$ cat src/rtl/feedback.sv
// Tsetlin-machine feedback stage: one-cycle registered update of automaton
// states (Type I / Type II) and saturating clause weights.
module feedback #(
    parameter int CLAUSE_NUM   = 4,
    parameter int WEIGHT_WIDTH = 8,
    parameter int LITERAL_NUM  = 8,
    parameter int STATE_WIDTH  = 4
) (
    input  logic                                clk,
    input  logic                                rst,
    input  logic                                en,
    input  logic                                is_positive_sample,
    input  logic [CLAUSE_NUM-1:0]               conjunction_result,
    input  logic [LITERAL_NUM-1:0]              actions,
    input  logic [LITERAL_NUM-1:0]              literals,
    input  logic [CLAUSE_NUM*WEIGHT_WIDTH-1:0]  weight_in,
    output logic [CLAUSE_NUM*WEIGHT_WIDTH-1:0]  weight_out,
    input  logic [LITERAL_NUM*STATE_WIDTH-1:0]  state_in,
    output logic [LITERAL_NUM*STATE_WIDTH-1:0]  state_out
);

    localparam logic [STATE_WIDTH-1:0]  STATE_MAX  = '1;
    localparam logic [WEIGHT_WIDTH-1:0] WEIGHT_MAX = {1'b0, {(WEIGHT_WIDTH-1){1'b1}}};
    localparam logic [WEIGHT_WIDTH-1:0] WEIGHT_MIN = {1'b1, {(WEIGHT_WIDTH-1){1'b0}}};

    logic [LITERAL_NUM*STATE_WIDTH-1:0] state_next;
    logic [CLAUSE_NUM*WEIGHT_WIDTH-1:0] weight_next;

    // Type I rewards include-on-true and exclude-on-false; Type II inverts both.
    for (genvar i = 0; i < LITERAL_NUM; i++) begin : g_state
        logic [STATE_WIDTH-1:0] s;
        logic                   both_set;
        logic                   both_clr;
        logic                   step_up;
        logic                   step_down;

        assign s         = state_in[i*STATE_WIDTH +: STATE_WIDTH];
        assign both_set  = actions[i] & literals[i];
        assign both_clr  = ~actions[i] & ~literals[i];
        assign step_up   = is_positive_sample ? both_set : both_clr;
        assign step_down = is_positive_sample ? both_clr : both_set;

        always_comb begin
            // NOTE: default first so every path assigns the output and no latch is inferred.
            state_next[i*STATE_WIDTH +: STATE_WIDTH] = s;
            if (step_up && s != STATE_MAX)
                state_next[i*STATE_WIDTH +: STATE_WIDTH] = s + 1'b1;
            else if (step_down && s != '0)
                state_next[i*STATE_WIDTH +: STATE_WIDTH] = s - 1'b1;
        end
    end

    // Type I pushes the weight away from zero, Type II pulls it toward zero
    // (0 counts as non-negative, so it steps to -1).
    for (genvar j = 0; j < CLAUSE_NUM; j++) begin : g_weight
        logic [WEIGHT_WIDTH-1:0] w;
        logic                    negative;
        logic                    step_up;

        assign w        = weight_in[j*WEIGHT_WIDTH +: WEIGHT_WIDTH];
        assign negative = w[WEIGHT_WIDTH-1];
        assign step_up  = is_positive_sample ? ~negative : negative;

        always_comb begin
            weight_next[j*WEIGHT_WIDTH +: WEIGHT_WIDTH] = w;
            if (conjunction_result[j]) begin
                if (step_up && w != WEIGHT_MAX)
                    weight_next[j*WEIGHT_WIDTH +: WEIGHT_WIDTH] = w + 1'b1;
                else if (!step_up && w != WEIGHT_MIN)
                    weight_next[j*WEIGHT_WIDTH +: WEIGHT_WIDTH] = w - 1'b1;
            end
        end
    end

    always_ff @(posedge clk) begin
        // NOTE: non-blocking assignments keep every register sampling pre-edge values.
        if (rst) begin
            state_out  <= '0;
            weight_out <= '0;
        end else if (en) begin
            state_out  <= state_next;
            weight_out <= weight_next;
        end
    end

endmodule

$ cat config.mk
export PLATFORM = sky130hd
export DESIGN_NAME = feedback
export DESIGN_NICKNAME = d
export VERILOG_FILES = /design/src/rtl/feedback.sv
export SDC_FILE = /design/constraint.sdc
export NUM_CORES = 1
export LEC_CHECK = 0
export CAP_MARGIN = 10
export CELL_PAD_IN_SITES_DETAIL_PLACEMENT = 2
export CELL_PAD_IN_SITES_GLOBAL_PLACEMENT = 2
export CORE_MARGIN = 2
export CORE_UTILIZATION = 28
export CTS_BUF_LIST = sky130_fd_sc_hd__clkbuf_2
export CTS_CLUSTER_SIZE = 20
export DETAILED_ROUTE_END_ITERATION = 8
export PLACE_DENSITY = 0.9
export SYNTH_ARGS = -nofsm -noshare
export SYNTH_HDL_FRONTEND = slang
export SYNTH_SLANG_ARGS = --single-unit
$ cat constraint.sdc
create_clock -name clk -period 3.8 [get_ports clk]
set_input_delay 1.14 -clock clk [delete_from_list [all_inputs] [get_ports clk]]
set_output_delay 1.14 -clock clk [all_outputs]
set_load 0.02 [all_outputs]
Yosys cells after proc, flatten, opt, wreduce, memory -nomap -nowiden. Cells that the tools add are included. Widths: inputs -> output; s select.

Register bits: 64. Logic and storage cells: 162. Output and inout port bits: 64. Input port bits: 88.

Add/sub/neg operators: 24. Equal/unequal tests: 16. Bitwise gates (word level): 36. Reductions and logical operators: 36. Muxes and demuxes: 48.

Operators with widths (count): $mux 8 (12); $mux 4 (16); $add 4x1->4 const B (8); $add 8x1->8 const B (4); $ne 4x4->1 const B (8); $ne 8x7->1 const B (4); $ne 8x8->1 const B (4); $reduce_bool 4->1 (8); $sub 4x1->4 const B (8); $sub 8x1->8 const B (4); $logic_and 1x1->1 (24); $mux 1 (20); $not 1->1 (20); $and 1x1->1 (16); $logic_not 1->1 (4).

Logic depth before layout (Yosys ltp).
Depth in word-level cells: 7. Mapped depth: 8. Depth with buffers taken out: 7.

Worst setup path after synthesis. No wires, ideal clock.

Kind: input-to-reg. Start point: input port weight_in[8]. End point: register weight_out[13]. Data required time: 3.709 ns. Setup slack: 0.731 ns. Arrival: 2.978 ns. Setup time: 0.091 ns. Path buffers: 1. Stages: 7. Cells stage by stage: clkbuf_1 -> inv_1 -> ha_1 -> or4b_2 -> o311a_1 -> a21bo_2 -> a311oi_1.

Longest elaborated chain between the ends: 5. Elaborated cells between the ends (all ways): 9. Those cells by class: add/sub: 2; eq/ne: 2; mux: 3; reduce/logical: 2.

Ends and longest elaborated chain: start: declaration (RTL line 16) `input logic [CLAUSE_NUM*WEIGHT_WIDTH-1:0] weight_in,`; branches (longest 3 deep; another with $sub 8x1->8); $mux 8 * (RTL line 67) `if (step_up && w != WEIGHT_MAX)`; $mux 8 * (RTL line 66) `if (conjunction_result[j]) begin`; end signal: assignment (RTL line 82) `weight_out <= weight_next;`; end: declaration (RTL line 17) `output logic [CLAUSE_NUM*WEIGHT_WIDTH-1:0] weight_out,`.

Mark *: on every way between the ends. A chain may end at the register's enable or synchronous reset.

Final worst setup path.
Start point: input port weight_in[9]. End point: register weight_out[11].

Same word-level chain as after synthesis.

==> results.md <==
- Run status: complete, no violations
- Hold-fix buffers, CTS: 0
- Cell with the most instances after synthesis: dfxtp_1
- Number of global-route vias before repair: 6389
- Setup violators final: 0
- GRT Resource Usage Total: 0.213
- Die Ht: 141 um
- EDFF count, synth: 0
- HP Start: weight_out[25]
- HPWL Detailed: 15900 um
- Via count: 5910
- Critical Path End Type: flip-flop
- Clock slew at reported path FFs: 0.20 ns
- Fmax: 0.310 GHz
- CTS tree: yes
- Drt drc: 0
- Relative slew margins: 0.514
- TritonCTS Buffers: 9
- Worst skew pair latency: 0.57 ns
- Worst Hold End: weight_out[25]
- Clk sink count: 64
- Synth top cells by count: 64 x dfxtp_1, 56 x nor2_1, 42 x o21ai_0
- Die Footprint: 19900 sq um
- Lkg Pwr: 2.64 nW
- Final hold slack: 0.476 ns
- IO Count: 152
- Ys Warns: 0
- # rows: 50
- GP Congestion: 0.875
- Syn_nets: 795
- Worst vdd ir: 0.104 mV
- Port bufs: 151
- Post-Synthesis Cells: 679
- Worst reg2reg path depth: 2
- Post-synth cell types: 64
- DR pass1 iterations: 4
- ANT nets after route: 0
- CP Data Required Time: 4.29 ns
- Drt total wl: 20900 um
- Nets: 935
- Worst clock skew: 0 ns
- Final Max Slew Viols: 0
- Setup CP Type: primary input to flip-flop
- # H-tree levels: 3
- Share of layout cells above drive strength 1: 0.0765
- Core Area: 18600 sq um
- P&R area growth vs syn: 36.4%
- Vias/cell: 5.58
- Post-DP Area: 7030 sq um
- CTS Buffer Depth: 2
- Fin cells: 1059
- Crit path time final: 3.23 ns
- RSZ-0062 raised after global routing: no
- PostCTS Resize Cnt: 0
- Flops & latches, synth: 64
- Initial Util: 0.283
- Cells after DPL: 1042
- Sequential fraction of the synthesis area: 0.244
- Final Cycle Share: 0.849
- Crit path arrival time: 3.72 ns
- DIE WIDTH: 141 um
- Synth Cell Area: 5250 sq um
- Avg Inst Size Synth: 7.74 sq um
- Post-synth ARST share: 0
- Final Instance Area: 7170 sq um
- Max-Cap Viols: 0
- Root buffer cell: clkbuf_2
- CP startpoint kind: primary input
- DR WL/cell: 19.8 um
- Largest net degree at the start of global routing: 61
- Most common flop cell mapped by yosys: dfxtp_1
- Reg-to-reg endpoint: weight_out[26]
- Initial DRC Count: 189
- Top-area cell type share of the netlist area: 0.244
- Initial antenna violation count: 1
- Final Hold Fails: 0
- Slew at the pin closest to its max-slew limit: 0.720 ns
- Worst r2r src: weight_out[26]
- First-pass GRT wire length: 34100 um
- Cell taking the most area after synthesis: dfxtp_1
- Max FO, Critical Path: 4
- Hold depth: 2
- Largest cells by area after synthesis: dfxtp_1 24%, ha_1 6.7%, nor2_1 4.0%
- Min-Delay Path Class: flip-flop to flip-flop
- Post-CTS Repair Setup Buffers: 0
- Cell area power density: 280 nW/um^2
- Global route overflow: 0
- CP Launch Point: weight_in[9]
- Flop-to-flop setup slack: 2.92 ns
cells by family (layout without fill, tap and decap cells):
kind of cell,after synthesis,count (layout),share of synthesized area
DFF,64,64,0.244
AOI/OAI and AO/OA,200,200,0.265
muxes,22,22,0.0424
xor gates and xnor gates,35,35,0.0619
buffers and inverters,76,221,0.0607
and+or+nand+nor,254,254,0.260
other,0,1,0
adders and majority gates,28,28,0.0667
cell usage in the layout, fill, tap and decap left out, drive strengths merged, types with 6 or more instances in the layout:
master,netlist,final
clkbuf,33,12
nand3b,7,7
ha,28,28
a22oi,19,19
o21a,6,6
nor2b,7,7
nor4,10,10
xor2,18,18
nand3,25,25
xnor2,17,17
nand2b,23,23
a21oi,31,31
mux2i,20,20
a211oi,17,17
dfxtp,64,64
or3,31,31
clkdlybuf4s50,0,148
and3,12,12
and4,6,6
a311oi,23,23
nor2,56,56
nor3,18,18
o21ai,42,42
nand4,6,6
a32oi,9,9
nand2,33,33
buf,13,27
o22ai,9,9
inv,30,30
sequential cells by signal (all words and copies together), names as in the netlist:
signal,flops
state_out,32
weight_out,32
worst max-delay path by stage:
stage	endpoint	cells after the start
after floorplan	weight_out[13]	7
after global placement	weight_out[11]	7
after detailed placement	weight_out[11]	7
after CTS	weight_out[11]	7
after global routing	weight_out[11]	7
final	weight_out[11]	7
metal layers:
| layer | up-vias | GRT usage | wire (um) |
|---|---|---|---|
| li1 | 2819 | - | - |
| met1 | 2935 | 0.265 | 9440 |
| met2 | 125 | 0.376 | 10400 |
| met3 | 31 | 0.0340 | 639 |
| met4 | 0 | 0.0663 | 424 |
| met5 | - | 0 | 0 |
area by class of cell:
type / instances / area, sq um
multi-input combinational: 539 / 3660
fill: 2166 / 11400
inverter: 30 / 113
antenna: 1 / 2.50
clock inverter: 4 / 68.8
clock buffer: 12 / 60.1
tap: 234 / 293
timing repair buffer: 175 / 1690
sequential: 64 / 1280
power breakdown:
group	internal [mW]	leakage [nW]	switching [mW]
clock	0.223	0.0836	0.293
combinational	0.334	2.02	0.400
sequential	0.726	0.530	0.0331
total	1.28	2.64	0.726
worst max-delay path, stage by stage:
cell	delay (ns)
clkdlybuf4s50_1	0.42
inv_1	0.13
ha_1	0.21
or4b_2	0.66
o311ai_0	0.68
o21ai_0	0.20
a311oi_1	0.27
metrics by stage:
| step | setup slack (ns) | power, mW | setup TNS, ns | util |
|---|---|---|---|---|
| after floorplan | 0.731 | 1.15 | 0 | - |
| after global placement | 0.258 | 1.47 | 0 | 0.379 |
| after detailed placement | -0.0287 | 1.51 | -0.0287 | 0.379 |
| after CTS | 0.632 | 2.03 | 0 | 0.386 |
| after global routing | 0.460 | 2.12 | 0 | 0.386 |
| final | 0.574 | 2.01 | 0 | 0.386 |
(Power assumes the default switching activity.)
